<file path="config.mk">
export PLATFORM = sky130hd
export DESIGN_NAME = bin2bcd_seq
export DESIGN_NICKNAME = d
export VERILOG_FILES = /design/src/rtl/bin2bcd_seq_pkg.sv /design/src/rtl/bin2bcd_seq_digit_adj.sv /design/src/rtl/bin2bcd_seq.sv
export SDC_FILE = /design/constraint.sdc
export NUM_CORES = 1
export LEC_CHECK = 0
export CORE_MARGIN = 2
export CORE_UTILIZATION = 35
export DETAILED_ROUTE_END_ITERATION = 8
export SLEW_MARGIN = 15
export SYNTH_ARGS = -nofsm -noshare
export SYNTH_HDL_FRONTEND = slang
export SYNTH_SLANG_ARGS = --single-unit
</file>
<file path="constraint.sdc">
create_clock -name clk -period 1.75 [get_ports clk]
set_input_delay 0.175 -clock clk [delete_from_list [all_inputs] [get_ports clk]]
set_output_delay 0.175 -clock clk [all_outputs]
set_load 0.005 [all_outputs]
</file>
<file path="src/rtl/bin2bcd_seq_pkg.sv">
// Shared definitions for the sequential binary-to-BCD converter.
//   state_t  : converter FSM states
//   BCD_NINE : digit value used to saturate the result on overflow
package bin2bcd_seq_pkg;

    typedef enum logic [1:0] {
        ST_IDLE  = 2'd0,
        ST_SHIFT = 2'd1,
        ST_DONE  = 2'd2
    } state_t;

    localparam logic [3:0] BCD_NINE = 4'd9;

endpackage

</file>
<file path="src/rtl/bin2bcd_seq_digit_adj.sv">
// Single BCD digit correction for the shift-add-3 algorithm.
//   din  : current 4-bit digit
//   dout : din + 3 when din >= 5, otherwise din unchanged
module bin2bcd_seq_digit_adj (
    input  logic [3:0] din,
    output logic [3:0] dout
);

    assign dout = (din > 4'd4) ? din + 4'd3 : din;

endmodule

</file>
<file path="src/rtl/bin2bcd_seq.sv">
// Multi-cycle binary-to-BCD converter (shift-add-3), one iteration per clock.
// Ports:
//   clk, rst_n            : clock (rising edge), asynchronous active-low reset
//   in_valid/in_ready     : input handshake, in_bin is the unsigned value
//   out_valid/out_ready   : output handshake for bcd/ovf/blank
//   bcd                   : packed BCD, digit 0 in bcd[3:0]
//   ovf                   : value above 10^DIGITS-1, bcd saturated to all 9s
//   blank                 : per-digit leading-zero mask (digit 0 never blanked)
module bin2bcd_seq
    import bin2bcd_seq_pkg::*;
#(
    parameter int BIN_W  = 8,
    parameter int DIGITS = 3
) (
    input  logic                  clk,
    input  logic                  rst_n,
    input  logic                  in_valid,
    output logic                  in_ready,
    input  logic [BIN_W-1:0]      in_bin,
    output logic                  out_valid,
    input  logic                  out_ready,
    output logic [4*DIGITS-1:0]   bcd,
    output logic                  ovf,
    output logic [DIGITS-1:0]     blank
);

    localparam int BW = 4 * DIGITS;
    localparam int CW = $clog2(BIN_W + 1);

    state_t          state, state_nx;
    logic [CW-1:0]   cnt;
    logic [BIN_W-1:0] bin_sr;
    logic [BW-1:0]   bcd_acc;
    logic [BW-1:0]   acc_adj;
    logic [BW-1:0]   acc_nx;
    logic            ovf_sticky;
    logic            ovf_nx;
    logic            last;

    function automatic logic [BW-1:0] sat_bcd(input logic [BW-1:0] acc, input logic ov);
        return ov ? {DIGITS{BCD_NINE}} : acc;
    endfunction

    // Walk from the top digit down; a digit is blank while everything above
    // it (and itself) is zero. Digit 0 always stays visible.
    function automatic logic [DIGITS-1:0] blank_mask(input logic [BW-1:0] acc, input logic ov);
        logic [DIGITS-1:0] m;
        logic              zero_run;
        m        = '0;
        zero_run = 1'b1;
        for (int i = DIGITS - 1; i >= 1; i--) begin
            zero_run = zero_run && (acc[4*i +: 4] == 4'd0);
            m[i]     = zero_run && !ov;
        end
        return m;
    endfunction

    genvar g;
    generate
        for (g = 0; g < DIGITS; g++) begin : g_adj
            bin2bcd_seq_digit_adj u_adj (
                .din  (bcd_acc[4*g +: 4]),
                .dout (acc_adj[4*g +: 4])
            );
        end
    endgenerate

    // The bit leaving the top digit after correction means the value no longer
    // fits in DIGITS digits; it is folded into the sticky overflow flag.
    assign acc_nx = {acc_adj[BW-2:0], bin_sr[BIN_W-1]};
    assign ovf_nx = ovf_sticky | acc_adj[BW-1];
    assign last   = (cnt == CW'(BIN_W - 1));

    assign in_ready  = (state == ST_IDLE);
    assign out_valid = (state == ST_DONE);

    always_ff @(posedge clk or negedge rst_n) begin
        if (!rst_n) begin
            state <= ST_IDLE;
        end else begin
            state <= state_nx;
        end
    end

    always_comb begin
        state_nx = state;
        case (state)
            ST_IDLE:  if (in_valid)  state_nx = ST_SHIFT;
            ST_SHIFT: if (last)      state_nx = ST_DONE;
            ST_DONE:  if (out_ready) state_nx = ST_IDLE;
            default:                 state_nx = ST_IDLE;
        endcase
    end

    always_ff @(posedge clk or negedge rst_n) begin
        if (!rst_n) begin
            cnt        <= '0;
            bin_sr     <= '0;
            bcd_acc    <= '0;
            ovf_sticky <= 1'b0;
            bcd        <= '0;
            ovf        <= 1'b0;
            blank      <= '0;
        end else begin
            case (state)
                ST_IDLE: begin
                    if (in_valid) begin
                        bin_sr     <= in_bin;
                        bcd_acc    <= '0;
                        ovf_sticky <= 1'b0;
                        cnt        <= '0;
                    end
                end
                ST_SHIFT: begin
                    bin_sr     <= bin_sr << 1;
                    bcd_acc    <= acc_nx;
                    ovf_sticky <= ovf_nx;
                    cnt        <= cnt + 1'b1;
                    if (last) begin
                        bcd   <= sat_bcd(acc_nx, ovf_nx);
                        ovf   <= ovf_nx;
                        blank <= blank_mask(acc_nx, ovf_nx);
                    end
                end
                default: ;
            endcase
        end
    end

endmodule

</file>
After elaboration in Yosys (flattened, before gate mapping)
Cells that the tools add are included.
W data, S select, Z words.
{ "totals": {"ff_bits": 42, "out_inout_bits": 18, "input_bits": 12, "elab_cells": 49} }
{ "op_classes": {"n_eq_ne": 6, "muxes": 16, "order_cmp": 3, "add_sub_neg": 4, "bitwise": 1, "n_reduce_logical": 11} }
{ "ops": {"columns": ["operator", "count"], "rows": [
  ["$mux W12", 2],
  ["$pmux W12 S2", 1],
  ["$mux W4", 4],
  ["$pmux W8 S2", 1],
  ["$add A4 B2 Y4 const B", 3],
  ["$gt A4 B3 Y1 const B", 3],
  ["$logic_not A4 Y1", 2],
  ["$mux W8", 1],
  ["$pmux W4 S2", 1],
  ["$mux W2", 3],
  ["$pmux W2 S3", 1],
  ["$add A4 B1 Y4 const B", 1],
  ["$eq A4 B3 Y1 const B", 1],
  ["$ne A2 B2 Y1 const B", 2],
  ["$reduce_and A2 Y1", 2],
  ["$logic_and A1 B1 Y1", 3],
  ["$reduce_and A3 Y1", 1],
  ["$eq A2 B1 Y1 const B", 1],
  ["$eq A2 B2 Y1 const B", 1],
  ["$logic_not A2 Y1", 1],
  ["$ne A2 B1 Y1 const B", 1],
  ["$pmux W1 S2", 1],
  ["$reduce_bool A2 Y1", 1],
  ["$logic_not A1 Y1", 1],
  ["other kinds (2)", 2]
]} }

Logic depth before layout (Yosys ltp)
Gate-level depths: netlist (run 1).
{ "logic_depth": {"depth_word": 5, "mapped_depth": 8, "ltp_nobuf": 7} }

Hierarchy
A second synthesis (run 1) with hierarchy kept.
{ "unflattened": {"hier_cells": 207, "hier_area_um2": 2168.3} }
{ "by_module_without_submodules": {"columns": ["module", "seq_area_each_um2", "area_each_um2", "cells_each", "instances"], "rows": [
  ["bin2bcd_seq", 1051.0, 1856.8, 162, 1],
  ["bin2bcd_seq_digit_adj", 0.0, 103.8, 15, 3]
]} }

Worst setup path before layout (run 1)
No wires, ideal clock.
{ "synth_path": {"kind": "register -> register", "from": "register bcd_acc[8]", "to": "register blank[1]", "setup_ns": 0.092, "arrival_time_ns": 1.597, "path_buffers": 0, "path_stages_with_launch": 8, "required_ns": 1.658, "setup_slack_ns": 0.061, "cell_sequence": "dfrtp_1 inv_1 ha_1 inv_1 a21oi_1 nand3_1 a211o_1 o31ai_2"} }
{ "synth_via": {"elab_chain_cells": 5, "elab_cells_between_ends": 8, "cone_classes": "add/sub: 1; order compare: 1; mux: 1; bitwise: 1; reduce/logical: 4"} }
{ "synth_lines": {"columns": ["element", "line_no", "rtl"], "rows": [
  ["from (decl)", "bin2bcd_seq.sv:33", "logic [BW-1:0] bcd_acc;"],
  ["from (signal assigned)", "bin2bcd_seq.sv:116", "bcd_acc <= acc_nx;"],
  ["$add A4 B2 Y4 / $gt A4 B3 Y1 (equally long branches)", "bin2bcd_seq_digit_adj.sv:9", "assign dout = (din > 4'd4) ? din + 4'd3 : din;"],
  ["$mux W4 (*)", "bin2bcd_seq_digit_adj.sv:9", null],
  ["$logic_not A4 Y1 / $or A1 B1 Y1 (equally long branches)", "bin2bcd_seq.sv:52, bin2bcd_seq.sv:71", null],
  ["$logic_and A1 B1 Y1 / $logic_not A1 Y1 (equally long branches)", "bin2bcd_seq.sv:52, bin2bcd_seq.sv:53", null],
  ["$logic_and A1 B1 Y1 (*)", "bin2bcd_seq.sv:53", "m[i] = zero_run && !ov;"],
  ["to (signal assigned)", "bin2bcd_seq.sv:122", "blank <= blank_mask(acc_nx, ovf_nx);"],
  ["to (decl)", "bin2bcd_seq.sv:24", "output logic [DIGITS-1:0] blank"]
]} }
Mark *: on every way between the ends. The rest lies on a longest branch, timed or not.
A chain may end at the register's enable or synchronous reset.

Final worst setup path (run 1)
{ "layout_path": {"from": "register state[0]", "to": "output out_valid"} }
{ "layout_via": {"elab_chain_cells": 1} }
{ "layout_lines": {"columns": ["element", "line_no", "rtl"], "rows": [
  ["from (decl)", "bin2bcd_seq.sv:30", "state_t state, state_nx;"],
  ["from (signal assigned)", "bin2bcd_seq.sv:81", "state <= state_nx;"],
  ["$eq A2 B2 Y1", "bin2bcd_seq.sv:75", "assign out_valid = (state == ST_DONE);"],
  ["to (decl)", "bin2bcd_seq.sv:20", "output logic out_valid,"]
]} }
No other way between the ends.

==> key figures, run 1 <==
Clock network
  – Clock tree buffer depth: 2
  – H-Tree Depth: 2
  – Clock sinks: 42
  – Cts bufs inserted: 5
  – Root buffer cell: clkbuf_8
  – Clock Latency Late Sink: 0.29 ns
  – CTS tree: yes
  – Clock slew at reported path FFs: 0.07 ns

Detailed routing
  – Via Count: 1621
  – Total Wirelength: 4.296 mm
  – Initial DRC Count: 103
  – Detail Route Antenna Nets: 0
  – Drt first pass iters: 4
  – Vias per inst: 4.912
  – Post-route DRC: 0
  – Per-cell routed wire length: 13.02 um

Setup path
  – Startpoint class of the critical path: flip-flop
  – Critical setup path kind: reg2out
  – Worst path required time: 1.57 ns
  – Register-to-Register Path Depth: 7
  – Crit end category: primary output
  – Worst EP arrival: 1.45 ns
  – Largest fanout on the critical path: 7

Power and ir drop
  – Clock power frac: 13.0%
  – Internal power: 2.779 mW
  – Seq pwr share: 37.8%
  – PwrDens: 1722 mW/mm^2
  – Worst vdd ir: 0.5500 mV
  – Comb power frac: 49.2%
  – Pleak: 1.184 nW
  – P_sw: 1.729 mW
  – Switching fraction of total power: 38.35%

Synth
  – Mapped Nets: 237
  – Unique masters post-synth: 35
  – Sequential fraction of the synthesis area: 50.85%
  – Seq cells post-synth: 42
  – Post-synth EDFFs: 0
  – Dominant synthesized flop cell: dfrtp_1
  – Syn Inst Count: 219
  – Yosys top cell area share: 50.85%
  – Mapped cell area: 0.002067 mm^2
  – Ys async rst share: 100.0%
  – Mapped Avg Cell Area: 9.438 um^2
  – Area leader, netlist: dfrtp_1
  – Synth Warn #: 0
  – Synth area leaders: dfrtp_1 (51%), o21ai_0 (7.3%), nand2_1 (6.5%)

STA
  – Worst hold margin: 0.4344 ns
  – Peak Freq: 616.6 MHz
  – Relative slew margins: 57.84%
  – Final Critical Period: 1.622 ns
  – Finish-stage setup viols: 0
  – Final hold viol count: 0
  – Period utilisation layout: 92.68%
  – Worst-Margin Slew: 0.6325 ns
  – Clock Skew: 0.003717 ns
  – RSZ-0062 raised after global routing: false
  – Max Slew Vio Count: 0
  – Setup Total Neg Slack: 0 ns

Run status
  – Status: finished, final reports clean

Cells and area
  – Diode count: 0
  – Share of layout cells above drive strength 1: 15.12%
  – Fin nets: 276
  – P&R area growth vs syn: 26.63%

Global routing
  – Antenna violations before repair: 0
  – GRT Overall Usage: 14.83%
  – First-pass GRT wire length: 7.507 mm
  – Number of global-route vias before repair: 1616
  – Total gr overflow: 0
  – Pin count of the biggest net entering global routing: 29

Placed design
  – DP HPWL: 2.970 mm
  – Port Buffers: 28
  – Routability cong.: 0.8038

Hold path
  – Hold WC Path Type: in2async

Die
  – Initial Util: 36.86%
  – Rows: 27
  – Core area: 0.005608 mm^2
  – Full die area: 0.006537 mm^2
  – Die Wd: 80.85 um
  – DIE HEIGHT: 80.85 um
  – IO Count: 30

Flow run
  – Max_cap viols: 0
## power by group through the flow
stage / registers (mW) / logic (mW) / clock network (mW)
finish: 1.70 / 2.22 / 0.585
floorplan: 1.65 / 1.38 / 0
global placement: 1.71 / 2.16 / 0
CTS: 1.70 / 2.21 / 0.609
global route: 1.77 / 2.52 / 0.653
detailed placement: 1.71 / 2.20 / 0
## worst max-delay path, cell delays in order, from the launching register on
cell and delay [ns]:
dfrtp_2 0.45, nand2b_1 0.17, inv_1 0.05, clkdlybuf4s50_1 0.48
## stage by stage
step                utilization, %  setup slack [ns]  cell area (um^2)  power, mW  instances
floorplan                        -           0.06129              2067      3.030        219
global placement             44.69            0.1358              2506      3.871        321
detailed placement           44.69           0.07391              2506      3.912        321
CTS                          46.25          0.009162              2594      4.522        329
global route                 46.68         0.0004787              2618      4.940        330
finish                       46.68            0.1281              2618      4.507        330
## cells in the final DEF (no fill, tap or decap), drive strengths merged, types with 2 or more instances in the layout
cell / synthesis / layout
o31ai: 7 / 7
a22o: 6 / 6
and3b: 2 / 2
a21oi: 10 / 10
nand4: 2 / 2
buf: 7 / 16
nand2: 36 / 36
o21ai: 33 / 33
nor2: 12 / 12
ha: 6 / 6
a22oi: 5 / 5
nor2b: 5 / 5
clkdlybuf4s50: 0 / 26
nor3: 3 / 3
clkbuf: 5 / 7
nand2b: 5 / 5
mux2i: 3 / 3
dfrtp: 42 / 42
mux2: 3 / 3
nand3: 4 / 4
inv: 12 / 12
xnor2: 3 / 3
## synthesized netlist by cell type, drive strengths merged, types with 4 or more instances
library cell	n
a21oi	10
a22oi	5
o21ai	33
o31ai	7
nor2b	5
clkbuf	5
nand2b	5
a22o	6
ha	6
inv	12
nand2	36
nand3	4
dfrtp	42
nor2	12
buf	7
## kinds of logic after synthesis
logic type | synth area share [%]
DFF | 50.85
and+or+nand+nor | 15.92
xor gates and xnor gates | 1.271
buffers and inverters | 4.903
adders and majority gates | 3.632
other | 0.1814
AOI/OAI and AO/OA | 19.98
muxes | 3.269
## sequential cells by signal (all words and copies together) (netlist names)
name	cells
bcd	12
bcd_acc	12
bin_sr	8
blank	2
cnt	4
ovf	1
ovf_sticky	1
state	2
## worst paths after layout
check,slack [ns],startpoint,endpoint
setup / recovery,0.13,state[0],out_valid
hold / removal,0.43,rst_n,bcd[6]
setup reg to reg,0.14,bcd_acc[4],blank[1]
hold reg to reg,0.48,bcd[9],bcd[9]
max in group asynchronous,0.74,rst_n,state[0]
min in group clk,0.44,out_ready,state[1]
## routing by layer
metal	wire [um]	vias to the layer above	share of wire (%)	track usage, %
met5	0	-	0	0
met4	54	0	1.3	4.068
met3	179	6	4.2	4.889
met2	2005	35	47	23.47
met1	2056	752	48	19.51
li1	-	828	-	-
## what timing repair did
item                       CTS  global route
setup buffers                0             1
setup endpoints to repair    1             6
pin swaps                    0             1
resized for setup            1            10
hold buffers                 1             0
hold endpoints to repair    25             0
## area by class of cell
type	instances	area, um^2
Tap cell	72	90.09
Multi-Input combinational cell	153	927.1
Inverter	12	45.04
Sequential cell	42	1054
Timing Repair Buffer	44	425.4
Clock buffer	7	76.32
Fill cell	555	2990
No activity file was read; power rests on OpenSTA's default activity.
==> run 2: changes to the inputs <==
==> constraint.sdc (replaced) <==
create_clock -name clk -period 1.75 [get_ports clk]
set_input_delay 0.2625 -clock clk [delete_from_list [all_inputs] [get_ports clk]]
set_output_delay 0.2625 -clock clk [all_outputs]
set_load 0.005 [all_outputs]
==> run 2 against run 1 <==
Net effect:
- die area is the same
- sequential power hardly changed
- non-clock buffer count is 3 higher
- first-iteration DRC count fell by 13%
- via count is 0.68% higher
- global-route usage fell by 0.36 points
- critical path type unchanged
- critical endpoint unchanged
==> key figures, run 2 (synthesis results as in run 1) <==
Clock network
  – Root buffer cell: clkbuf_8
  – Clock slew at reported path FFs: 0.08 ns (about the same)
  – Clock tree buffer depth: 2 (unchanged)
  – Hold_buf cts: 0 (-1)
  – Clock sinks: 42 (unchanged)
  – Cts bufs inserted: 5 (unchanged)
  – H-Tree Depth: 2 (unchanged)
  – CTS tree: yes
  – Clock Latency Late Sink: 0.29 ns (about the same)

Power and ir drop
  – Worst vdd ir: 0.6786 mV (+23%)
  – PwrDens: 1739 mW/mm^2 (+1.0%)
  – Pleak: 1.187 nW (+0.20%)

Cells and area
  – Top flop regs: bcd (12), bcd_acc (12), bin_sr (8)
  – Fin nets: 279 (+1.1%)
  – Diode count: 0 (unchanged)
  – Most frequent cells in the layout: dfrtp_1 (39), nand2_1 (36), o21ai_0 (30)
  – Final core occ: 47.37% (+0.69 points)
  – P&R area growth vs syn: 28.51%
  – Commonest non-fill, non-tap cell in the layout: dfrtp_1
  – Fin cells: 332 (+0.61%)
  – Fill count: 550 (-0.90%)
  – Share of layout cells above drive strength 1: 18.08% (+3.0 points)

STA
  – Period utilisation layout: 96.19% (+3.5 points)
  – Peak Freq: 594.0 MHz (-3.7%)
  – Finish-stage setup viols: 0 (unchanged)
  – Clock Skew: 0.007763 ns (+0.004046 ns)
  – Final Critical Period: 1.683 ns (+0.06152 ns)
  – Max Slew Vio Count: 0 (unchanged)
  – Final WS setup: 0.06662 ns (-0.06152 ns)
  – RSZ-0062 raised after global routing: false
  – Setup Total Neg Slack: 0 ns (unchanged)
  – Final hold viol count: 0 (unchanged)
  – Worst-Margin Slew: 0.5525 ns (-0.07995 ns)
  – Relative slew margins: 63.17% (+5.3 points)

Global routing
  – GRT met1 Usage: 18.60% (-0.91 points)
  – GR Layer Usage met2: 23.64% (+0.17 points)
  – Met3 usage: 4.111% (-0.78 points)
  – GR peak layer: met2
  – GRT Overall Usage: 14.48% (-0.36 points)
  – Pin count of the biggest net entering global routing: 43 (+48%)
  – Antenna violations before repair: 0 (unchanged)
  – Total gr overflow: 0 (unchanged)
  – Number of global-route vias before repair: 1554 (-3.8%)
  – First-pass GRT wire length: 7.272 mm (-3.1%)

Setup path
  – Startpoint class of the critical path: flip-flop
  – Largest fanout on the critical path: 4 (-3)
  – Worst EP arrival: 1.42 ns (-0.03 ns)
  – Crit-path slowest cell: clkdlybuf4s50_1
  – Delay of the slowest cell on the worst path: 0.49 ns (about the same)
  – RR Startpoint: bcd_acc[5]
  – Worst path required time: 1.49 ns (-0.08 ns)
  – Register-to-Register Path Depth: 7 (unchanged)
  – Worst R2R End: blank[1]
  – Critical setup path kind: reg2out
  – Critical-path cell list: nand2b_1 > inv_1 > clkdlybuf4s50_1
  – R2R setup slack: 0.13 ns (about the same)
  – Crit end category: primary output

Detailed routing
  – Initial DRC Count: 90 (-13%)
  – Vias per inst: 4.916 (about the same)
  – Post-route DRC: 0 (unchanged)
  – Via Count: 1632 (+0.68%)
  – Drt first pass iters: 4 (unchanged)
  – Per-cell routed wire length: 13.05 um (+0.28%)
  – Detail Route Antenna Nets: 0 (unchanged)
  – Total Wirelength: 4.334 mm (+0.88%)

Placed design
  – Port Buffers: 28 (unchanged)
  – Pre-CTS WS: 0.06634 ns (-0.007577 ns)
  – DP HPWL: 2.998 mm (+0.94%)
  – Dpl cells: 322 (+0.31%)
  – Routability cong.: 0.7964 (-0.92%)

Die
  – Full die area: 0.006537 mm^2 (unchanged)
  – DIE HEIGHT: 80.85 um (unchanged)
  – Core area: 0.005608 mm^2 (unchanged)
  – Initial Util: 36.86% (unchanged)
  – IO Count: 30 (unchanged)
  – Rows: 27 (unchanged)
  – Die Wd: 80.85 um (unchanged)

Flow run
  – Max_cap viols: 0 (unchanged)

Run status
  – Status: finished, final reports clean

Hold path
  – Hold WC Path Type: in2async
[run 2: area by class of cell]
cell class | count | area [um^2] | share of cell area, %
clock buffer | 6 | 82.58 | 3.109
inverter | 12 | 45.04 | 1.696
multi-input combinational | 153 | 940.9 | 35.42
sequential | 42 | 1055 | 39.71
tap | 72 | 90.09 | 3.391
timing repair buffer | 47 | 442.9 | 16.67
[run 2: repair_timing]
item / in CTS / in global routing
gates resized for setup: 2 / 11
setup endpoints to repair: 1 / 8
setup buffers: 2 / 2
cloned: 0 / 0
[run 2: per-layer routing]
metal,wire (um),up-vias
met2,1989,35
met3,187,6
met4,51,0
li1,-,834
met5,0,-
met1,2105,757
[run 2: critical path: cells and delay by family (launching register included)]
| kind | cells | cell delay [ns] |
|---|---|---|
| DFF | 1 | 0.43 |
| buffers and inverters | 2 | 0.55 |
| and+or+nand+nor | 1 | 0.16 |
[run 2: metrics by stage]
| stage | hold slack, ns | cell area, um^2 | total power, mW |
|---|---|---|---|
| finish | 0.02757 | 2656 | 4.620 |
| global placement | 0.3720 | 2514 | 3.891 |
| detailed placement | 0.3668 | 2514 | 3.935 |
| CTS | 0.04441 | 2614 | 4.590 |
| global route | 0.08052 | 2656 | 5.021 |
| floorplan | -0.03309 | 2067 | 3.030 |
[run 2: worst max path at each step]
stage,from,endpoint,slack [ns],depth (start not counted)
detailed placement,bcd_acc[4],blank[1],0.07,7
floorplan,bcd_acc[8],blank[1],0.06,7
global route,state[0],out_valid,0.002,3
global placement,bcd_acc[8],blank[1],0.12,7
finish,state[0],out_valid,0.07,3
CTS,state[0],out_valid,0.04,3
[run 2: power by group]
| part | internal, mW | switching, mW |
|---|---|---|
| Combinational | 1.18 | 1.10 |
| Clock | 0.304 | 0.314 |
| Sequential | 1.38 | 0.341 |
